--- src/rtl/hamming_weight_pkg.sv ---
// Shared constants and FSM state encoding for the Hamming-weight frame receiver.
package hamming_weight_pkg;

  localparam int HW_WORD_W    = 8;
  localparam int HW_NUM_WORDS = 128;
  localparam logic [HW_WORD_W-1:0] HW_START_WORD = {HW_WORD_W{1'b1}};
  localparam logic [HW_WORD_W-1:0] HW_STOP_WORD  = {HW_WORD_W{1'b0}};

  typedef logic [1:0] hw_state_t;

  localparam hw_state_t ST_IDLE = 2'd0;
  localparam hw_state_t ST_DATA = 2'd1;
  localparam hw_state_t ST_STOP = 2'd2;

endpackage

--- src/rtl/hw_word_popcount.sv ---
// Combinational count of the set bits in one received word.
module hw_word_popcount #(
  parameter  int WORD_W = 8,
  localparam int CNT_W  = $clog2(WORD_W + 1)
) (
  input  logic [WORD_W-1:0] word,
  output logic [CNT_W-1:0]  count
);

  always_comb begin
    count = '0;
    for (int i = 0; i < WORD_W; i++) begin
      count = count + CNT_W'(word[i]);
    end
  end

endmodule

--- src/rtl/hamming_weight_acc_rx.sv ---
// Framed receiver: START, NUM_WORDS data words, STOP; reports the frame popcount.
// Optional parity output is enabled with the HWRX_PARITY_EN macro.
module hamming_weight_acc_rx
  import hamming_weight_pkg::*;
#(
  parameter  int                WORD_W     = HW_WORD_W,
  parameter  int                NUM_WORDS  = HW_NUM_WORDS,
  parameter  logic [WORD_W-1:0] START_WORD = {WORD_W{1'b1}},
  parameter  logic [WORD_W-1:0] STOP_WORD  = {WORD_W{1'b0}},
  localparam int                OUT_W      = $clog2(WORD_W * NUM_WORDS + 1)
) (
  input  logic              clk,
  input  logic              rst,
  input  logic              in_valid,
  input  logic [WORD_W-1:0] bit_string,
  output logic [OUT_W-1:0]  hamming_weight,
  output logic              out_valid,
  output logic              frame_err,
  output logic              busy
`ifdef HWRX_PARITY_EN
  ,
  output logic              parity
`endif
);

  localparam int PC_W  = $clog2(WORD_W + 1);
  localparam int CNT_W = $clog2(NUM_WORDS + 1);

  hw_state_t        state_reg;
  logic [OUT_W-1:0] acc_reg;
  logic [CNT_W-1:0] cnt_reg;
  logic [OUT_W-1:0] weight_reg;
  logic             out_valid_reg;
  logic             frame_err_reg;
  logic [PC_W-1:0]  word_count;

  hw_word_popcount #(
    .WORD_W(WORD_W)
  ) u_popcount (
    .word  (bit_string),
    .count (word_count)
  );

`ifdef HWRX_PARITY_EN
  logic parity_acc_reg;
  logic parity_reg;

  always_ff @(posedge clk) begin
    if (rst) begin
      parity_acc_reg <= 1'b0;
      parity_reg     <= 1'b0;
    end else if (in_valid) begin
      case (state_reg)
        ST_IDLE: if (bit_string == START_WORD) parity_acc_reg <= 1'b0;
        ST_DATA: parity_acc_reg <= parity_acc_reg ^ (^bit_string);
        ST_STOP: if (bit_string == STOP_WORD) parity_reg <= parity_acc_reg;
        default: parity_acc_reg <= parity_acc_reg;
      endcase
    end
  end

  assign parity = parity_reg;
`endif

  always_ff @(posedge clk) begin
    if (rst) begin
      state_reg     <= ST_IDLE;
      acc_reg       <= '0;
      cnt_reg       <= '0;
      weight_reg    <= '0;
      out_valid_reg <= 1'b0;
      frame_err_reg <= 1'b0;
    end else begin
      out_valid_reg <= 1'b0;
      frame_err_reg <= 1'b0;
      if (in_valid) begin
        case (state_reg)
          ST_IDLE: begin
            if (bit_string == START_WORD) begin
              acc_reg   <= '0;
              cnt_reg   <= '0;
              state_reg <= ST_DATA;
            end
          end
          ST_DATA: begin
            // Delimiter values are plain data here; only the word count ends DATA.
            acc_reg <= acc_reg + OUT_W'(word_count);
            cnt_reg <= cnt_reg + 1'b1;
            if (cnt_reg == CNT_W'(NUM_WORDS - 1)) state_reg <= ST_STOP;
          end
          ST_STOP: begin
            if (bit_string == STOP_WORD) begin
              weight_reg    <= acc_reg;
              out_valid_reg <= 1'b1;
            end else begin
              frame_err_reg <= 1'b1;
            end
            state_reg <= ST_IDLE;
          end
          default: state_reg <= ST_IDLE;
        endcase
      end
    end
  end

  assign hamming_weight = weight_reg;
  assign out_valid      = out_valid_reg;
  assign frame_err      = frame_err_reg;
  assign busy           = (state_reg == ST_DATA) || (state_reg == ST_STOP);

endmodule

--- config.mk ---
export PLATFORM = sky130hd
export DESIGN_NAME = hamming_weight_acc_rx
export DESIGN_NICKNAME = d
export VERILOG_FILES = /design/src/rtl/hamming_weight_pkg.sv /design/src/rtl/hw_word_popcount.sv /design/src/rtl/hamming_weight_acc_rx.sv
export SDC_FILE = /design/constraint.sdc
export NUM_CORES = 1
export LEC_CHECK = 0
export CORE_AREA = 5 5 69 78
export DETAILED_ROUTE_END_ITERATION = 6
export DIE_AREA = 0 0 74 83
export HOLD_SLACK_MARGIN = 0.06
export PLACE_DENSITY = 0.75
export SLEW_MARGIN = 20
export SYNTH_ARGS = -nofsm -noshare
export SYNTH_HDL_FRONTEND = slang
export SYNTH_SLANG_ARGS = --single-unit
--- constraint.sdc ---
create_clock -name clk -period 5.8 [get_ports clk]
set_input_delay 1.16 -clock clk [delete_from_list [all_inputs] [get_ports clk]]
set_output_delay 1.16 -clock clk [all_outputs]
set_load 0.005 [all_outputs]
; Yosys cells after proc, flatten, opt, wreduce, memory -nomap -nowiden
; Index checks and enable logic that the tools add are counted.
[op_classes]
n_addsub = 9
n_eq_ne = 6
n_mux = 9
n_bitwise = 2
n_reduce_logical = 8
[op_table]
columns = cell, count
row1 = $add 4x1->4, 6
row2 = $pmux 11 s2, 1
row3 = $pmux 8 s2, 1
row4 = $add 11x4->11, 1
row5 = $mux 11, 1
row6 = $reduce_and 3->1, 3
row7 = $add 8x1->8 const B, 1
row8 = $eq 8x7->1 const B, 1
row9 = $eq 8x8->1 const B, 1
row10 = $logic_not 8->1, 1
row11 = $mux 8, 1
row12 = $mux 2, 2
row13 = $ne 2x2->1 const B, 2
row14 = $pmux 2 s2, 1
row15 = $reduce_or 3->1, 1
row16 = $add 1x1->2, 1
row17 = $eq 2x1->1 const B, 1
row18 = $eq 2x2->1 const B, 1
row19 = $logic_not 2->1, 1
row20 = $mux 1, 2
row21 = $not 1->1, 2
row22 = $reduce_bool 2->1, 1
row23 = $logic_or 1x1->1, 1
[word_totals]
reg_bits = 34
out_inout_bits = 14

; Depth between registers and ports, before layout
; Gate-level depths: netlist of run 1.
[logic_depth]
word_depth = 9
depth_mapped = 14

; By module
; From an unflattened synthesis of run 1, not the netlist that was laid out.
[hier_totals]
hier_cells = 206
area_unflattened_um2 = 1875.5
[by_module_without_submodules]
columns = module, instances, cells_each, area_per_inst_um2
row1 = hamming_weight_acc_rx, 1, 182, 1685.4
row2 = hw_word_popcount, 1, 24, 190.2

; Worst setup path before layout of run 1
; Ideal clock, no wire load.
[synth_path]
path_type = input to register
from = in bit_string[0]
to = reg acc_reg[8]
setup_ns = 0.071
t_arrival_ns = 4.508
t_required_ns = 5.729
path_slack_ns = 1.221
stages = 13
cell_sequence = inv_1 ha_1 inv_1 fa_1 fa_1 fa_1 fa_1 xnor2_1 ha_1 a211o_1 o211ai_1 or4_1 a21oi_1
[synth_via]
elab_chain_len = 9
[synth_rtl]
columns = element, line_no
row1 = from (decl), hamming_weight_acc_rx.sv:15  ; input logic [WORD_W-1:0] bit_string,
row2 = $add 1x1->2, hw_word_popcount.sv:13  ; count = count + CNT_W'(word[i]);
row3 = $add 4x1->4 (6 in series), hw_word_popcount.sv:13
row4 = $add 11x4->11, hamming_weight_acc_rx.sv:87  ; acc_reg <= acc_reg + OUT_W'(word_count);
row5 = $pmux 11 s2, hamming_weight_acc_rx.sv:77  ; case (state_reg)
row6 = to (signal assigned), hamming_weight_acc_rx.sv:87
row7 = to (decl), hamming_weight_acc_rx.sv:30  ; logic [OUT_W-1:0] acc_reg;
; Several ways; a longest one is shown, not always the timed one.
; A chain may end at the register's enable or synchronous reset.

; Final worst setup path of run 1
[layout_path]
from = in bit_string[0]
to = reg acc_reg[6]
; Same word-level chain as after synthesis.

==> results.toml, run 1 <==
[sta]
finalSetupViolCount = 0
fin_crit_sh_pct = 86.5
rsz0062_at_grt = "false"
final_max_slew_viol_count = 0
whs_ps = 481
tns_ps = 0
max_slew_margin_pct = 31.3
fmax_mhz = 199
hold_violations = 0
clock_skew_ps = 7.52
min_period_ps = 5020
worst_slew_pin_slew_ps = 1030

[critical_path]
cp_cell_sequence = "clkdlybuf4s50_1 -> inv_1 -> ha_1 -> inv_1 -> fa_1 -> fa_1 -> fa_1 -> fa_1 -> xnor2_1 -> ha_1 -> a211o_1 -> o211ai_1 -> or4_1 -> a21oi_1"
worst-path-stages = 14
crit_end = "acc_reg[6]$_SDFFE_PP0P_"
critPathTopFamily = "adder cells"
cp_common_cell = "fa_1"
cp_slowest_stage_delay_ps = 510
crit_fanout = 5
critical_path_required_ps = 6020
rrSetupSlack_ps = 3620
r2r_cells = 6
crit_path_start = "bit_string[0]"
r2r-end = "cnt_reg[7]$_SDFFE_PP0P_"
cp_slowest_cell = "or4_1"
timing.rr.start = "state_reg[1]$_SDFFE_PP0P_"
critPathArrivalTime_ps = 5240
path_buf_inv = 3
crit_type = "in -> reg"
critPathLaunchType = "input pin"
crit_path_end_kind = "flop"

[global_routing]
grt_util_met3_pct = 4.59
use_met1_pct = 16.1
use_met2_pct = 24.4
grt_use_total_pct = 14.5
grt_max_degree = 26
grt_pass1_vias = 1574
antenna_found_initial = 0
grt_overflow = 0
grt_busiest_layer = "met2"
grt_pass1_wl_mm = 7.06

[die]
io_pins = 25
core-area_um2 = 4520
die_w_um = 74
die-area_um2 = 6140
initial_core_util_pct = 43.4
die_h_um = 83
fp-row-count = 26

[routing]
wl_per_cell_um = 13.7
drtAntennaViolNets = 0
drt-initial-drc-count = 63
drt_drc_violations_left = 0
vias = 1591
viasPerCell = 5.39
routed_wl_mm = 4.05
firstDrtPassIters = 4

[layout]
layout_common_cells = "34 x dfxtp_1, 24 x clkdlybuf4s50_1, 20 x inv_1"
synthToLayoutAreaGrowth_pct = 18.7
antenna_cells = 0
final_common_cell = "dfxtp_1"
fin_nets = 266
stdcell_count = 295
drive_gt1_share_pct = 6.69

[pwr]
combPwrFrac_pct = 12.5
p_leak_nw = 0.908
pwr-share-seq_pct = 44.6
p_int_uw = 389
ir_worst_vdd_mv = 0.153
powerDensity_nw_per_um2 = 225
switching_share_pct = 25.7
clockPowerShare_pct = 42.9
p_switching_uw = 134

[yosys]
ys_seq_area_share_pct = 34.7
synth_warnings = 0
syn_inst = 215
syn-num-nets = 243
ys_types = 45
synth_area_um2 = 1960
async_flop_share_pct = 0
syn_avg_cell_area_um2 = 9.13
synth-seq-cells = 34
synth-main-ff-cell = "dfxtp_1"
synth_edf_count = 0

[cts]
cts_setup_buffers = 0
clk_pin_slew_ps = 80
cts_resized = 0
postCtsHoldBufs = 0
cts_htree_levels = 2
clock_sinks = 34
cts_tree = "yes"
cts_root_buffer = "clkbuf_8"
worstSkewPairLatency_ps = 290
cts_buffers = 5
clk_path_buf_depth = 2

[flow_run]
maxCapViolCount = 0

[place]
io_buffers = 24
placedCellCount = 287
gp_congestion = 0.764
dp_hpwl_mm = 2.95

[worst_hold_path]
hold_path_class = "reg -> reg"

[outcome]
status = "finished clean"
## how the worst min path moves through the flow
stage,from,to,depth (start not counted)
global route,acc_reg[10]$_SDFFE_PP0P_,acc_reg[10]$_SDFFE_PP0P_,2
finish,acc_reg[10]$_SDFFE_PP0P_,acc_reg[10]$_SDFFE_PP0P_,2
CTS,acc_reg[10]$_SDFFE_PP0P_,acc_reg[10]$_SDFFE_PP0P_,2
detailed placement,acc_reg[10]$_SDFFE_PP0P_,acc_reg[10]$_SDFFE_PP0P_,2
global placement,acc_reg[10]$_SDFFE_PP0P_,acc_reg[10]$_SDFFE_PP0P_,2
floorplan,acc_reg[10]$_SDFFE_PP0P_,acc_reg[10]$_SDFFE_PP0P_,2
## worst reg2reg max path, delay by kind of cell, from the launching register on
family	cells	cell delay [ps]
AOI/OAI and AO/OA	3	1110
adders and majority gates	1	340
DFF	1	330
and+or+nand+nor	1	230
buffers and inverters	1	80
## power by group through the flow
stage,Sequential [mW],Combinational [mW],Clock (mW)
after global placement,0.239,0.0618,0
after floorplan,0.239,0.0476,0
after global routing,0.233,0.0746,0.237
after detailed placement,0.239,0.0644,0
after CTS,0.233,0.0660,0.226
final,0.233,0.0655,0.224
## area by class of cell
type                       instances  area, µm²
tap                               56       70.1
sequential                        34        681
inverter                          20       75.1
clock buffer                       5       68.8
clock inverter                     3       45.0
multi-input combinational        151       1130
fill                             409       2190
timing repair buffer              26        255
## Yosys cell counts (4+ instances only)
master    instances  area [µm²]
inv_1            20        75.1
mux2i_1          17         170
o21ai_0           6        30.0
o31ai_1           8        60.1
or4_1             7        52.6
and3_1            5        31.3
nor2_1           14        52.6
dfxtp_1          34         681
nand4_1           4        25.0
a21oi_1          14        70.1
nand2b_1          5        31.3
nand3_1           8        40.0
fa_1              5         100
nand2_1          15        56.3
ha_1             12         150
## layer usage
layer | part of all wire [%] | vias to the layer above | wire (µm)
met3 | 3.9 | 9 | 160
met2 | 50 | 32 | 2020
li1 | - | 809 | -
met4 | 2.4 | 0 | 99
met1 | 44 | 741 | 1770
met5 | 0 | - | 0
## logic make-up after synthesis
| group | Yosys count | synth area share [%] |
|---|---|---|
| fa+ha+maj | 17 | 12.7 |
| flops | 34 | 34.7 |
| buf+inv | 30 | 7.52 |
| simple gates | 70 | 20.1 |
| xor+xnor | 3 | 1.34 |
| compound gates | 44 | 14.9 |
| mux | 17 | 8.67 |
## stage by stage
stage          utilization [%]  power (mW)  cell area [µm²]  worst slack, ps
4_1_cts                   51.5       0.525             2330              789
5_1_grt                   51.5       0.545             2330              581
3_5_place_dp              49.0       0.303             2220              518
3_3_place_gp              49.0       0.301             2220              604
2_1_floorplan                -       0.286             1960             1220
6_report                  51.5       0.523             2330              784
Power figures use the tool's default switching activity.
==> run 2, diff against run 1 <==
--- a/config.mk
+++ b/config.mk
@@ -6,9 +6,11 @@
 export NUM_CORES = 1
 export LEC_CHECK = 0
 export CORE_AREA = 5 5 69 78
+export CTS_CLUSTER_SIZE = 28
 export DETAILED_ROUTE_END_ITERATION = 6
 export DIE_AREA = 0 0 74 83
-export HOLD_SLACK_MARGIN = 0.06
+export GPL_TIMING_DRIVEN = 1
+export HOLD_SLACK_MARGIN = 0.02
 export PLACE_DENSITY = 0.75
 export SLEW_MARGIN = 20
 export SYNTH_ARGS = -nofsm -noshare
==> results of run 2 <==
Same layout as run 1: the final DEF is identical, and so are final timing and power.
